File: src/rtl/axi_burst_addr_gen_pkg.sv
// Shared types and constants for the AXI burst address generator.
package axi_burst_addr_gen_pkg;

    localparam int DEF_ADDR_W     = 64;
    localparam int DEF_LEN_W      = 8;
    localparam int DEF_DATA_BYTES = 16;

    // A 4 KB page is addressed by the bits above this index.
    localparam int PAGE_4K_SHIFT  = 12;

    typedef enum logic [1:0] {
        BURST_FIXED = 2'b00,
        BURST_INCR  = 2'b01,
        BURST_WRAP  = 2'b10,
        BURST_RSVD  = 2'b11
    } burst_t;

    typedef enum logic {
        ST_IDLE  = 1'b0,
        ST_BURST = 1'b1
    } state_t;

endpackage

File: src/rtl/axi_burst_addr_gen_strb.sv
// Byte-lane enable generator: lanes [addr offset, aligned offset + beat bytes).
module axi_burst_addr_gen_strb #(
    parameter int DATA_BYTES = 16
) (
    input  logic [$clog2(DATA_BYTES)-1:0] addr_low,
    input  logic [2:0]                    size,
    output logic [DATA_BYTES-1:0]         strb
);

    localparam int OFF_W = $clog2(DATA_BYTES);

    logic [OFF_W:0]   lane_bytes;
    logic [OFF_W:0]   lane_mask;
    logic [OFF_W:0]   lane_start;
    logic [OFF_W:0]   lane_end;

    // Start lane keeps the unaligned offset; end lane is computed from the aligned beat.
    always_comb begin
        lane_bytes = (OFF_W+1)'(1) << size;
        lane_mask  = ~(lane_bytes - (OFF_W+1)'(1));
        lane_start = {1'b0, addr_low};
        lane_end   = ({1'b0, addr_low} & lane_mask) + lane_bytes;
    end

    genvar gi;
    generate
        for (gi = 0; gi < DATA_BYTES; gi++) begin : g_lane
            assign strb[gi] = ((OFF_W+1)'(gi) >= lane_start) && ((OFF_W+1)'(gi) < lane_end);
        end
    endgenerate

endmodule

File: src/rtl/axi_burst_addr_gen.sv
// Expands one AXI burst command into per-beat address, strobe and last flag.
// Illegal commands are consumed and answered with a one-cycle cmd_err pulse.
module axi_burst_addr_gen
    import axi_burst_addr_gen_pkg::*;
#(
    parameter int ADDR_W     = DEF_ADDR_W,
    parameter int LEN_W      = DEF_LEN_W,
    parameter int DATA_BYTES = DEF_DATA_BYTES
) (
    input  logic                  clk,
    input  logic                  reset,
    input  logic                  cmd_valid,
    output logic                  cmd_ready,
    input  logic [ADDR_W-1:0]     cmd_addr,
    input  logic [LEN_W-1:0]      cmd_len,
    input  logic [2:0]            cmd_size,
    input  logic [1:0]            cmd_burst,
    output logic                  beat_valid,
    input  logic                  beat_ready,
    output logic [ADDR_W-1:0]     beat_addr,
    output logic [DATA_BYTES-1:0] beat_strb,
    output logic                  beat_last,
    output logic [LEN_W-1:0]      beat_idx,
    output logic                  cmd_err
);

    localparam int         OFF_W    = $clog2(DATA_BYTES);
    localparam logic [2:0] MAX_SIZE = 3'(OFF_W);

    state_t              state_reg, state_next;
    logic [ADDR_W-1:0]   beat_addr_reg, beat_addr_next;
    logic [LEN_W-1:0]    beat_idx_reg;
    logic [LEN_W-1:0]    len_reg;
    logic [2:0]          size_reg;
    burst_t              burst_reg;
    logic [ADDR_W-1:0]   wrap_low_reg, wrap_high_reg;
    logic                cmd_err_reg;

    burst_t              cmd_burst_t;
    logic [ADDR_W-1:0]   cmd_beat_bytes, cmd_total_bytes, cmd_aligned, cmd_last_byte;
    logic                cmd_crosses_4k, cmd_wrap_len_ok, cmd_illegal;
    logic                cmd_accept, beat_fire;
    logic [ADDR_W-1:0]   beat_bytes, beat_aligned, beat_incr;
    logic [DATA_BYTES-1:0] strb_raw;

    assign cmd_accept = cmd_valid & cmd_ready;
    assign beat_fire  = beat_valid & beat_ready;

    // Legality check on the offered command, including the 4 KB page rule for INCR.
    always_comb begin
        cmd_burst_t     = burst_t'(cmd_burst);
        cmd_beat_bytes  = ADDR_W'(1) << cmd_size;
        cmd_total_bytes = (ADDR_W'(cmd_len) + ADDR_W'(1)) << cmd_size;
        cmd_aligned     = cmd_addr & ~(cmd_beat_bytes - ADDR_W'(1));
        cmd_last_byte   = cmd_aligned + cmd_total_bytes - ADDR_W'(1);
        cmd_crosses_4k  = cmd_addr[ADDR_W-1:PAGE_4K_SHIFT] != cmd_last_byte[ADDR_W-1:PAGE_4K_SHIFT];
        cmd_wrap_len_ok = (cmd_len == LEN_W'(1)) || (cmd_len == LEN_W'(3)) ||
                          (cmd_len == LEN_W'(7)) || (cmd_len == LEN_W'(15));
        cmd_illegal     = (cmd_size > MAX_SIZE) ||
                          (cmd_burst_t == BURST_RSVD) ||
                          ((cmd_burst_t == BURST_WRAP) && !cmd_wrap_len_ok) ||
                          ((cmd_burst_t == BURST_INCR) && cmd_crosses_4k);
    end

    // Next beat address from the aligned current beat; WRAP folds back to the window base.
    always_comb begin
        beat_bytes   = ADDR_W'(1) << size_reg;
        beat_aligned = beat_addr_reg & ~(beat_bytes - ADDR_W'(1));
        beat_incr    = beat_aligned + beat_bytes;
        case (burst_reg)
            BURST_INCR: beat_addr_next = beat_incr;
            BURST_WRAP: beat_addr_next = (beat_incr == wrap_high_reg) ? wrap_low_reg : beat_incr;
            default:    beat_addr_next = beat_addr_reg;
        endcase
    end

    // Burst context capture on acceptance and per-beat address/counter advance.
    always_ff @(posedge clk or posedge reset) begin
        if (reset) begin
            beat_addr_reg <= '0;
            beat_idx_reg  <= '0;
            len_reg       <= '0;
            size_reg      <= '0;
            burst_reg     <= BURST_FIXED;
            wrap_low_reg  <= '0;
            wrap_high_reg <= '0;
            cmd_err_reg   <= 1'b0;
        end else begin
            cmd_err_reg <= cmd_accept & cmd_illegal;
            if (cmd_accept && !cmd_illegal) begin
                beat_addr_reg <= cmd_addr;
                beat_idx_reg  <= '0;
                len_reg       <= cmd_len;
                size_reg      <= cmd_size;
                burst_reg     <= cmd_burst_t;
                wrap_low_reg  <= cmd_addr & ~(cmd_total_bytes - ADDR_W'(1));
                wrap_high_reg <= (cmd_addr & ~(cmd_total_bytes - ADDR_W'(1))) + cmd_total_bytes;
            end else if (beat_fire) begin
                beat_addr_reg <= beat_addr_next;
                beat_idx_reg  <= beat_idx_reg + LEN_W'(1);
            end
        end
    end

    // FSM state register.
    always_ff @(posedge clk or posedge reset) begin
        if (reset) state_reg <= ST_IDLE;
        else       state_reg <= state_next;
    end

    // FSM next state: legal accept starts a burst, last-beat handshake ends it.
    always_comb begin
        state_next = state_reg;
        case (state_reg)
            ST_IDLE:  if (cmd_accept && !cmd_illegal) state_next = ST_BURST;
            ST_BURST: if (beat_fire && beat_last)     state_next = ST_IDLE;
            default:  state_next = ST_IDLE;
        endcase
    end

    // FSM outputs.
    always_comb begin
        cmd_ready  = (state_reg == ST_IDLE);
        beat_valid = (state_reg == ST_BURST);
        beat_last  = (state_reg == ST_BURST) && (beat_idx_reg == len_reg);
    end

    axi_burst_addr_gen_strb #(
        .DATA_BYTES (DATA_BYTES)
    ) u_strb (
        .addr_low (beat_addr_reg[OFF_W-1:0]),
        .size     (size_reg),
        .strb     (strb_raw)
    );

    assign beat_addr = beat_addr_reg;
    assign beat_idx  = beat_idx_reg;
    assign beat_strb = beat_valid ? strb_raw : '0;
    assign cmd_err   = cmd_err_reg;

endmodule
File: config.mk
export PLATFORM = sky130hd
export DESIGN_NAME = axi_burst_addr_gen
export DESIGN_NICKNAME = d
export VERILOG_FILES = /design/src/rtl/axi_burst_addr_gen_pkg.sv /design/src/rtl/axi_burst_addr_gen_strb.sv /design/src/rtl/axi_burst_addr_gen.sv
export SDC_FILE = /design/constraint.sdc
export NUM_CORES = 1
export LEC_CHECK = 0
export CAP_MARGIN = 25
export CORE_ASPECT_RATIO = 0.6
export CORE_MARGIN = 2
export CORE_UTILIZATION = 40
export DETAILED_ROUTE_END_ITERATION = 16
export GPL_TIMING_DRIVEN = 0
export PLACE_DENSITY = 0.63
export SETUP_SLACK_MARGIN = 0.15
export SLEW_MARGIN = 0
export SYNTH_ARGS = -nofsm -noshare
export SYNTH_HDL_FRONTEND = slang
export SYNTH_SLANG_ARGS = --single-unit
export TNS_END_PERCENT = 30
File: constraint.sdc
create_clock -name clk -period 23.2 [get_ports clk]
set_input_delay 5.8 -clock clk [delete_from_list [all_inputs] [get_ports clk]]
set_output_delay 5.8 -clock clk [all_outputs]
set_load 0.005 [all_outputs]
==> results of run 1 <==
-- worst max-delay path, stage by stage --
cell,delay [ns]
clkdlybuf4s50_1,0.68
ha_1,0.20
buf_2,0.24
and3_1,0.24
xor2_1,0.51
nor2_1,0.09
o31ai_1,0.88
inv_1,0.37
ha_1,0.39
inv_1,0.04
ha_1,0.30
nand2_1,0.07
or4_1,0.55
o21ai_1,0.33
o21ai_0,0.19
a211oi_1,0.83
nor3_1,0.14
nor4_1,0.41
nand3_1,0.15
nor4_1,0.71
a31oi_1,0.54
buf_2,0.43
nor2_4,0.44
buf_4,0.35
mux2_1,0.36
-- placed cells by master (no fill, tap or decap), types with 60 or more instances in the layout --
cell type / netlist / final
a21oi_1: 160 / 160
clkbuf_1: 176 / 178
clkdlybuf4s50_1: 0 / 149
dfrtp_1: 215 / 215
ha_1: 92 / 92
inv_1: 169 / 168
mux2_1: 60 / 60
mux2i_1: 68 / 68
nand2_1: 302 / 302
nand3_1: 105 / 105
nand4_1: 88 / 88
nor2_1: 230 / 230
nor3_1: 114 / 114
o21ai_0: 224 / 224
xnor2_1: 158 / 158
xor2_1: 97 / 97
-- logic make-up after synthesis --
family | Yosys count | share of synthesized area
adders and majority gates | 92 | 0.0491
and+or+nand+nor | 1165 | 0.253
buffers and inverters | 408 | 0.0704
DFF | 215 | 0.229
xor gates and xnor gates | 258 | 0.0981
AOI/OAI and AO/OA | 828 | 0.235
muxes | 144 | 0.0655
-- routing by layer --
| layer | global-route usage | vias up | share of wire | wire length (µm) |
|---|---|---|---|---|
| met1 | 0.608 | 12800 | 0.45 | 54800 |
| met4 | 0.0684 | 0 | 0.021 | 2530 |
| met5 | 0 | - | 0 | 0 |
| met2 | 0.488 | 2031 | 0.35 | 43100 |
| met3 | 0.164 | 165 | 0.17 | 21300 |
| li1 | - | 11700 | - | - |
-- final cells by class --
cell class | instances | area [µm²]
diodes | 5 | 12.5
clock buffers | 33 | 716
well taps | 770 | 963
fillers | 5985 | 30800
inverters | 173 | 657
clock inverters | 11 | 190
plain buffers | 235 | 1000
flip-flops and latches | 215 | 5380
repair buffers | 155 | 1570
multi-input cells | 2487 | 16400
-- per-stage QoR --
| stage | total power, µW | setup slack, ns |
|---|---|---|
| floorplan | 1600 | 11.50 |
| global placement | 2320 | 7.85 |
| detailed placement | 2310 | 8.27 |
| CTS | 2770 | 8.80 |
| global route | 2970 | 8.08 |
| finish | 2870 | 8.35 |
-- worst min-delay path by stage --
stage                                   endpoint  slack, ns  depth (start not counted)
finish                  burst_reg[1]$_DFFE_PP0P_       0.50                          1
global route            burst_reg[1]$_DFFE_PP0P_       0.51                          1
CTS                 wrap_low_reg[63]$_DFFE_PP0P_       0.49                          1
detailed placement  wrap_low_reg[63]$_DFFE_PP0P_       0.48                          1
global placement    wrap_low_reg[15]$_DFFE_PP0P_       0.47                          1
floorplan           wrap_low_reg[11]$_DFFE_PP0P_       0.45                          1
-- power breakdown --
part           switching [µW]  total, µW  internal (µW)
logic                     933       1560            628
clock network             182        453            271
registers                 307        855            548
==> run_results.csv, run 1 <==
group,metric,value,unit
layout,final_cells,4084,
clock_network,post-cts-setup-buffers,0,
logic_synthesis,syn_area,23400,µm²
floorplanning,fp.dieW,317,µm
placement,dp_hpwl,101000,µm
global_routing,grt_max_degree,114,
critical_path,rr_endpoint,"beat_addr[15]$_DFFE_PP0P_",
power,power.density,107,nW/µm²
floorplanning,io-pin-count,173,
timing,layout_min_cycle_time,14.85,ns
logic_synthesis,yosys_register_bits,215,
timing,tightest_slew,1.26,ns
timing,hold_slack,0.495,ns
logic_synthesis,synthTopCellsByArea,"dfrtp_1 (23%), xnor2_1 (5.9%), ha_1 (4.9%), nand2_1 (4.8%), o21ai_0 (4.8%)",
status,status,"complete, no violations",
drt,wire_per_inst,29.8,µm
logic_synthesis,post-synth-top-count-cell,"nand2_1",
drt,drt_iter0_markers,4417,
placement,io_buffers,149,
global_routing,track_usage,0.392,
floorplanning,core-area,57700,µm²
logic_synthesis,yosysTopAreaCell,"dfrtp_1",
global_routing,grt_first_pass_wirelength,172000,µm
critical_path,worstSetupStartpoint,"cmd_len[1]",
placement,dp.cells,4035,
layout,final_util,0.466,
layout,final_net_count,3465,
floorplanning,rows,68,
timing,fmaxAchievable,0.0674,GHz
drt,drc,0,
logic_synthesis,ys_types,97,
timing,max_slew_margin,0.138,
logic_synthesis,yosys_warnings,0,
critical_path,critical_path_class,"input port to flop",
drt,vias,26700,
clock_network,clock_latency,0.56,ns
logic_synthesis,async_flop_share,1.00,
clock_network,cts_hold_buf,0,
logic_synthesis,synth.cells.most_frequent,"nand2_1 (302), nor2_1 (230), o21ai_0 (224)",
critical_path,crit_arrival,15.28,ns
logic_synthesis,synth_ff_type,"dfrtp_1",
critical_path,endpoint,"wrap_high_reg[47]$_DFFE_PP0P_",
drt,vias_per_cell,6.54,
hold_path,min_from,"burst_reg[1]$_DFFE_PP0P_",
floorplanning,start_util,0.406,
layout,finish.instance_area,26900,µm²
layout,drive_gt1_frac,0.0459,
timing,skew,0.0176,ns
drt,first_pass_iters,7,
logic_synthesis,synthCells,3110,
placement,place.gp.congestion,1.06,
floorplanning,die_height,192,µm
logic_synthesis,ys_seq_area_frac,0.229,
logic_synthesis,synth_edf_count,0,
logic_synthesis,syn_nets,3283,
logic_synthesis,avgSynthCellArea,7.54,µm²
critical_path,critPathLaunchType,"input port",
placement,placed_cell_area,26000,µm²
logic_synthesis,netlist.area_leader.share,0.229,
timing,final-max-slew-violation-count,0,
clock_network,cts_tree,"built",
timing,rsz0062_at_grt,"no",
critical_path,cp_max_fo,10,
timing,period_share,0.640,
global_routing,overflow,0,
run,cap_violations,0,
critical_path,r2r_start,"size_reg[2]$_DFFE_PP0P_",
drt,wirelength,122000,µm
clock_network,path_clk_slew,0.06,ns
hold_path,hold_class,"flop to flop",
critical_path,r2r_setup_slack,15.65,ns
timing,setup_tns,0,ns
drt,detail-route-antenna-nets,0,
global_routing,grt_pass1_vias,23700,
clock_network,clkSinkCount,215,
layout,syn2layout_area_growth,14.8,%
critical_path,crit_path_end_kind,"flop",
clock_network,cts_max_level,1,
clock_network,cts.repair.resized,0,
clock_network,cts_buffers,25,
critical_path,r2r_cells,20,
timing,finalHoldViolCount,0,
floorplanning,fp.dieArea,60600,µm²
global_routing,antenna_found_initial,4,
critical_path,required,23.64,ns
clock_network,clockRootBuffer,"clkbuf_16",
power,peakVddDrop,0.0773,mV
timing,setup_viol,0,
clock_network,cts_buffer_depth,3,
power,leakage,0.0103,µW
Note: power is estimated with default switching activity, not from simulation.
==> run 2, diff against run 1 <==
- PLACE_DENSITY: 0.63 -> 0.65
- clock period: 23.2 -> 12.68 ns (I/O delays scaled with it)
==> run 2 against run 1 <==
Effect of this change:
- register-to-register slack worse by 10 ns
- via count is 0.88% lower
- flip-flop and latch count stayed put
- critical path type unchanged
- critical endpoint is now wrap_high_reg[8]$_DFFE_PP0P_
- largest power group unchanged
==> run_results.csv, run 2 (synthesis gave the netlist of run 1 again) <==
group,metric,value,unit
timing,setup_viol,0,
global_routing,track_usage,0.389,
placement,place.gp.congestion,1.05,
layout,final_common_cell,"nand2_1",
hold_path,hold_depth,1,
floorplanning,start_util,0.406,
power,leakage,0.0103,µW
clock_network,cts_hold_buf,0,
global_routing,grt_first_pass_wirelength,171000,µm
layout,syn2layout_area_growth,14.7,%
layout,drive_gt1_frac,0.0465,
clock_network,cts_buffer_depth,3,
clock_network,clockRootBuffer,"clkbuf_16",
floorplanning,rows,68,
drt,wire_per_inst,29.5,µm
timing,max_slew_margin,0.259,
floorplanning,io-pin-count,173,
power,peakVddDrop,0.114,mV
drt,first_pass_iters,6,
clock_network,post-cts-setup-buffers,0,
run,cap_violations,0,
timing,fmaxAchievable,0.0839,GHz
timing,period_share,0.940,
global_routing,overflow,0,
clock_network,clkSinkCount,215,
timing,finalHoldViolCount,0,
drt,detail-route-antenna-nets,0,
placement,io_buffers,149,
critical_path,crit_path_end_kind,"flop",
layout,final_cells,4093,
floorplanning,core-area,57700,µm²
clock_network,clock_latency,0.60,ns
drt,drt_iter0_markers,3993,
power,power.density,193,nW/µm²
hold_path,hold_class,"flop to flop",
global_routing,grt_max_degree,104,
floorplanning,fp.dieW,317,µm
timing,skew,0.0264,ns
placement,dp.cells,4036,
clock_network,cts_buffers,26,
clock_network,path_clk_slew,0.06,ns
floorplanning,die_height,192,µm
floorplanning,fp.dieArea,60600,µm²
layout,final_cell_mix,"nand2_1 (302), nor2_1 (230), o21ai_0 (224), dfrtp_1 (215), clkbuf_1 (182)",
clock_network,cts.repair.resized,0,
timing,setup_tns,0,ns
critical_path,r2r_cells,20,
critical_path,critPathLaunchType,"input port",
clock_network,cts_max_level,1,
timing,layout_min_cycle_time,11.92,ns
critical_path,crit_arrival,12.38,ns
drt,wirelength,121000,µm
drt,vias,26500,
global_routing,antenna_found_initial,3,
placement,dp_hpwl,99600,µm
critical_path,critical_path_class,"input port to flop",
timing,final-max-slew-violation-count,0,
clock_network,cts_tree,"built",
drt,drc,0,
critical_path,cp_max_fo,10,
timing,rsz0062_at_grt,"no",
drt,vias_per_cell,6.47,
timing,tightest_slew,1.11,ns
global_routing,grt_pass1_vias,23700,
status,status,"complete, no violations",
timing,hold_slack,0.497,ns
critical_path,required,13.14,ns
layout,final_net_count,3469,
-- run 2: cell types whose count changed in the layout (fill, tap and decap cells not counted), sizes merged --
cell and delta:
diode +3, clkbuf +5, bufinv -4, clkinvlp +2
buf +3
-- run 2: final timing paths --
check	slack [ns]	start	endpoint
max in group asynchronous	8.55	reset	wrap_low_reg[56]$_DFFE_PP0P_
setup / recovery	0.76	cmd_len[1]	wrap_high_reg[8]$_DFFE_PP0P_
min in group asynchronous	2.92	reset	beat_addr[26]$_DFFE_PP0P_
hold / removal	0.50	burst_reg[1]$_DFFE_PP0P_	burst_reg[1]$_DFFE_PP0P_
setup reg to reg	5.69	size_reg[2]$_DFFE_PP0P_	beat_addr[20]$_DFFE_PP0P_
hold reg to reg	0.50	burst_reg[1]$_DFFE_PP0P_	burst_reg[1]$_DFFE_PP0P_
-- run 2: critical path, cell delays in order --
cell and delay (ns):
clkdlybuf4s50_1 0.64, ha_1 0.20, buf_2 0.24, and3_1 0.24, xor2_1 0.57, nor2_1 0.08, o31ai_1 0.81, inv_1 0.37
ha_1 0.39, inv_1 0.04, ha_1 0.30, nand2_1 0.07, a21oi_1 0.21, nand3_1 0.23, a311oi_1 0.37, nor2_1 0.18
o31ai_1 0.62, nor3_1 0.08, or4_1 0.52, or4_1 0.48, nor4_2 0.50, a31oi_1 0.51, buf_2 0.43, nor2_4 0.42
buf_4 0.33, mux2_1 0.35
-- run 2: through the flow --
step           setup slack, ns  instance area [µm²]  utilization  total power [µW]
4_1_cts                   1.13                26900        0.466              5000
2_1_floorplan             3.61                23400            -              2930
3_3_place_gp             0.184                25900        0.449              4220
6_report                 0.761                26900        0.466              5190
5_1_grt                  0.382                26900        0.466              5390
3_5_place_dp             0.543                26000        0.451              4230
-- run 2: report_power, final --
group	total, µW	internal, µW	switching [µW]
registers	1550	1000	548
clock network	773	435	338
logic	2860	1150	1710
total	5190	2590	2600
-- run 2: layer usage --
layer | track usage | up-vias | share of wire
met1 | 0.596 | 12600 | 0.45
li1 | - | 11700 | -
met2 | 0.477 | 1910 | 0.35
met4 | 0.0844 | 0 | 0.026
met5 | 0 | - | 0
met3 | 0.175 | 197 | 0.17
-- run 2: cell type report --
| class | instances | area (µm²) |
|---|---|---|
| Antenna cell | 8 | 20.0 |
| Buffer | 235 | 1000 |
| Clock buffer | 38 | 756 |
| Clock inverter | 9 | 106 |
| Fill cell | 5981 | 30800 |
| Inverter | 173 | 657 |
| Multi-Input combinational cell | 2487 | 16400 |
| Sequential cell | 215 | 5380 |
| Tap cell | 770 | 963 |
| Timing Repair Buffer | 158 | 1590 |
